<file path="src/rtl/adder_chk_pkg.sv">
// Shared types and constants for the adder result checker.
// Holds the state encoding, default sizes and overflow-mode encodings.
package adder_chk_pkg;

  typedef enum logic [1:0] {
    ST_IDLE = 2'b00,
    ST_RUN  = 2'b01,
    ST_HALT = 2'b10
  } state_t;

  localparam int DEF_WIDTH = 4;
  localparam int DEF_CW    = 8;

  localparam int OVF_UNSIGNED = 0;
  localparam int OVF_SIGNED   = 1;

  // Two's-complement overflow: operands agree in sign but the result does not.
  function automatic logic signed_ovf(input logic a_msb, input logic b_msb, input logic s_msb);
    return (a_msb == b_msb) && (s_msb != a_msb);
  endfunction

endpackage

</file>
<file path="src/rtl/adder_ref_pipe.sv">
// Reference adder plus a LAT-deep valid/data shift register that delays the
// expected {overflow, sum} so it lines up with the adder's registered output.
module adder_ref_pipe
  import adder_chk_pkg::*;
#(
  parameter int WIDTH    = DEF_WIDTH,
  parameter int LAT      = 1,
  parameter int OVF_MODE = OVF_UNSIGNED
) (
  input  logic             i_clk,
  input  logic             i_rst_n,
  input  logic             i_flush,
  input  logic             i_push,
  input  logic [WIDTH-1:0] i_a,
  input  logic [WIDTH-1:0] i_b,
  output logic             o_valid,
  output logic [WIDTH-1:0] o_exp_sum,
  output logic             o_exp_ovf
);

  logic [WIDTH:0]   w_full;
  logic [WIDTH-1:0] w_exp_sum;
  logic             w_exp_ovf;

  logic             r_valid [LAT];
  logic [WIDTH:0]   r_data  [LAT];

  assign w_full    = {1'b0, i_a} + {1'b0, i_b};
  assign w_exp_sum = w_full[WIDTH-1:0];
  assign w_exp_ovf = (OVF_MODE == OVF_SIGNED)
                   ? signed_ovf(i_a[WIDTH-1], i_b[WIDTH-1], w_exp_sum[WIDTH-1])
                   : w_full[WIDTH];

  // Flushing only drops the valids; stale data behind an invalid entry is never compared.
  always_ff @(posedge i_clk or negedge i_rst_n) begin
    if (!i_rst_n) begin
      for (int i = 0; i < LAT; i++) begin
        r_valid[i] <= 1'b0;
        r_data[i]  <= '0;
      end
    end else if (i_flush) begin
      for (int i = 0; i < LAT; i++) begin
        r_valid[i] <= 1'b0;
      end
    end else begin
      r_valid[0] <= i_push;
      r_data[0]  <= {w_exp_ovf, w_exp_sum};
      for (int i = 1; i < LAT; i++) begin
        r_valid[i] <= r_valid[i-1];
        r_data[i]  <= r_data[i-1];
      end
    end
  end

  assign o_valid   = r_valid[LAT-1];
  assign o_exp_sum = r_data[LAT-1][WIDTH-1:0];
  assign o_exp_ovf = r_data[LAT-1][WIDTH];

endmodule

</file>
<file path="config.mk">
export PLATFORM = sky130hd
export DESIGN_NAME = adder_ref_pipe
export DESIGN_NICKNAME = d
export VERILOG_FILES = /design/src/rtl/adder_chk_pkg.sv /design/src/rtl/adder_ref_pipe.sv
export SDC_FILE = /design/constraint.sdc
export NUM_CORES = 1
export LEC_CHECK = 0
export ABC_AREA = 1
export CORE_AREA = 2 2 39 41
export DETAILED_ROUTE_END_ITERATION = 7
export DIE_AREA = 0 0 41 43
export SLEW_MARGIN = 10
export SYNTH_ARGS = -nofsm -noshare
export SYNTH_HDL_FRONTEND = slang
export SYNTH_SLANG_ARGS = --single-unit
</file>
<file path="constraint.sdc">
create_clock -name i_clk -period 1.9 [get_ports i_clk]
set_clock_uncertainty 0.05 [all_clocks]
set_input_delay 0.38 -clock i_clk [delete_from_list [all_inputs] [get_ports i_clk]]
set_output_delay 0.38 -clock i_clk [all_outputs]
set_load 0.03 [all_outputs]
</file>
==> reports/results.ini <==
[worst_setup_path]
r2r_cells = 2
cp.depth = 1
worstSetupStartpointType = flip-flop
crit_type = reg2out
crit_buf_inv = 1
arrival_ns = 1.26
cpMaxStageDelayCell = clkdlybuf4s50_1
cp_max_fo = 2
end_kind = output pin
reg2reg_slack_ns = 1.20
cp-startpoint = r_data[4]$_DFFE_PN0N_
cp_top_family = buffers and inverters
r2r_start = r_data[4]$_DFFE_PN0N_
crit_chain = clkdlybuf4s50_1
r2r_end = r_data[4]$_DFFE_PN0N_
crit_end = o_exp_ovf
cpPeakStageDelay_ns = 0.67
required_ns = 1.47

[yosys]
synthTopCellsByCount = nand2_1 (11), inv_1 (7), dfrtp_1 (6)
synth_edf_count = 0
synth_nets = 62
netlist.area_leader.share_pct = 40.68
ys_seq_area_share_pct = 40.68
synth_cells = 45
yosysUniqueCellTypes = 13
yosysTopAreaCell = dfrtp_1
ys_seq_elements = 6
syn_area_sq_um = 369.1
avgSynthCellArea_sq_um = 8.202
netlist_top_cells_area = dfrtp_1 (41%), ha_1 (14%), nand2_1 (11%)
synth.most_common_cell = nand2_1
ys_warn_count = 0
synth_flop_cell = dfrtp_1
synth-async-reset-ratio_pct = 100.0

[flow_run]
drv_cap = 0

[cells_and_area]
fill_cells = 151
final_nets = 84
area_growth_pct = 58.30
final_util_pct = 42.22
diodes = 0
fin_cells = 81
postLayoutCellArea_sq_um = 584.3
drive_gt1_share_pct = 9.231

[timing]
finalSetupViolations = 0
rsz0062_at_grt = no
final-max-slew-violation-count = 0
tightest_slew_ns = 0.3070
whs_ns = 0.3252
hold_violations = 0
finalSetupTns_ns = 0
timing.final.crit_share_pct = 88.93
post-route-min-period_ns = 1.690
relSlewSlack_pct = 79.47
fmax_mhz = 591.8
setup_ws_ns = 0.2103

[power]
switching_share_pct = 31.28
pwr-share-comb_pct = 35.5
p_total_mw = 0.4180
pwr-share-seq_pct = 36.5
power.density_nw_per_um2 = 715.4
ir_worst_vdd_v = 0.0002375
p_switching_mw = 0.1308
internal-power_mw = 0.2873
p_leak_nw = 0.2870
clockPowerShare_pct = 28.1

[global_route]
overflow = 0
grt_start_max_net_pins = 10
antenna_found_initial = 0
grt_first_pass_wirelength_mm = 1.214
grt_pass1_vias = 302
grtUsageTotal_pct = 10.33

[drt]
via_per_inst = 4.198
drc = 0
drt-wirelength-per-cell_microns = 8.679
wl_met3_microns = 52
drt_iter0_drc = 12
wl_met1_microns = 349
drt.antenna.violating_nets = 0
first_pass_iters = 3
met2_length_microns = 300
routed_wl_microns = 703
dr_total_vias = 340
maxUsedRoutingLayer = met3

[clocking]
cts_tree = done
post_cts_resize_count = 0
cts_max_level = 1
cts_setup_buffers = 0
cts_buffer_depth = 2
clkLatencyLatePin_ns = 0.24
hold_buffers = 0
cts_root_buffer = clkbuf_4
cts_made_buffers = 3
path_clk_slew_ns = 0.05
clock-sinks = 6

[min_path]
hold_path_class = in2async

[die]
die_x_microns = 41
num_rows = 14
die_area_sq_um = 1763
start_util_pct = 26.67
core_area_sq_um = 1384
io_pins = 18
dieHeight_microns = 43

[placement]
dp.final_hpwl_microns = 579.2
placed_area_sq_um = 561.8
dp_slack_ns = -0.01802
dp_cells = 78
routabilityCongestion = 0.7801
portBuffers = 17

[status]
status = finished clean

## layout make-up
type / instances / area, sq um / share of cell area (%)
well taps: 16 / 20.02 / 3.426
repair buffers: 18 / 177.7 / 30.41
flip-flops and latches: 6 / 150.1 / 25.70
inverters: 8 / 30.03 / 5.139
multi-input cells: 30 / 183.9 / 31.48
clock buffers: 3 / 22.52 / 3.854
## layer usage
layer / vias up / track usage (%)
li1: 180 / -
met1: 149 / 15.23
met2: 11 / 12.81
met3: 0 / 4.712
met4: 0 / 4.000
met5: - / 0
## how the worst min path moves through the flow
stage	end	slack, ns
6_report	o_valid$_DFF_PN0_	0.33
5_1_grt	r_data[1]$_DFFE_PN0N_	0.34
4_1_cts	o_valid$_DFF_PN0_	0.33
3_5_place_dp	r_data[0]$_DFFE_PN0N_	0.42
3_3_place_gp	r_data[1]$_DFFE_PN0N_	0.42
2_1_floorplan	o_valid$_DFF_PN0_	0.03
## power by group through the flow
stage | sequential [mW] | combinational, mW | clock [mW]
finish | 0.152 | 0.148 | 0.117
detailed placement | 0.154 | 0.150 | 0
global route | 0.154 | 0.164 | 0.126
floorplan | 0.188 | 0.0464 | 0
global placement | 0.155 | 0.149 | 0
CTS | 0.153 | 0.151 | 0.122
## sequential cells by signal, indices dropped and copies added (netlist names)
register,count
o_valid,1
r_data,5
## cells by family after synthesis
group | synth area share (%)
AO/OA/AOI/OAI | 7.797
adder cells (fa/ha/maj) | 18.98
AND/OR/NAND/NOR | 20.68
buffers and inverters | 9.491
flip-flops | 40.68
XOR/XNOR | 2.373
## layout by cell type, fill, tap and decap left out, drive strengths merged
cell type and count:
fa 1, a21oi 2, dfrtp 6, clkbuf 3
o21ai 3, xor2 1, ha 4, inv 8
clkdlybuf4s50 17, nor2 4, buf 1, nand2 11
nand3 4
Note: power is estimated with default switching activity, not from simulation.
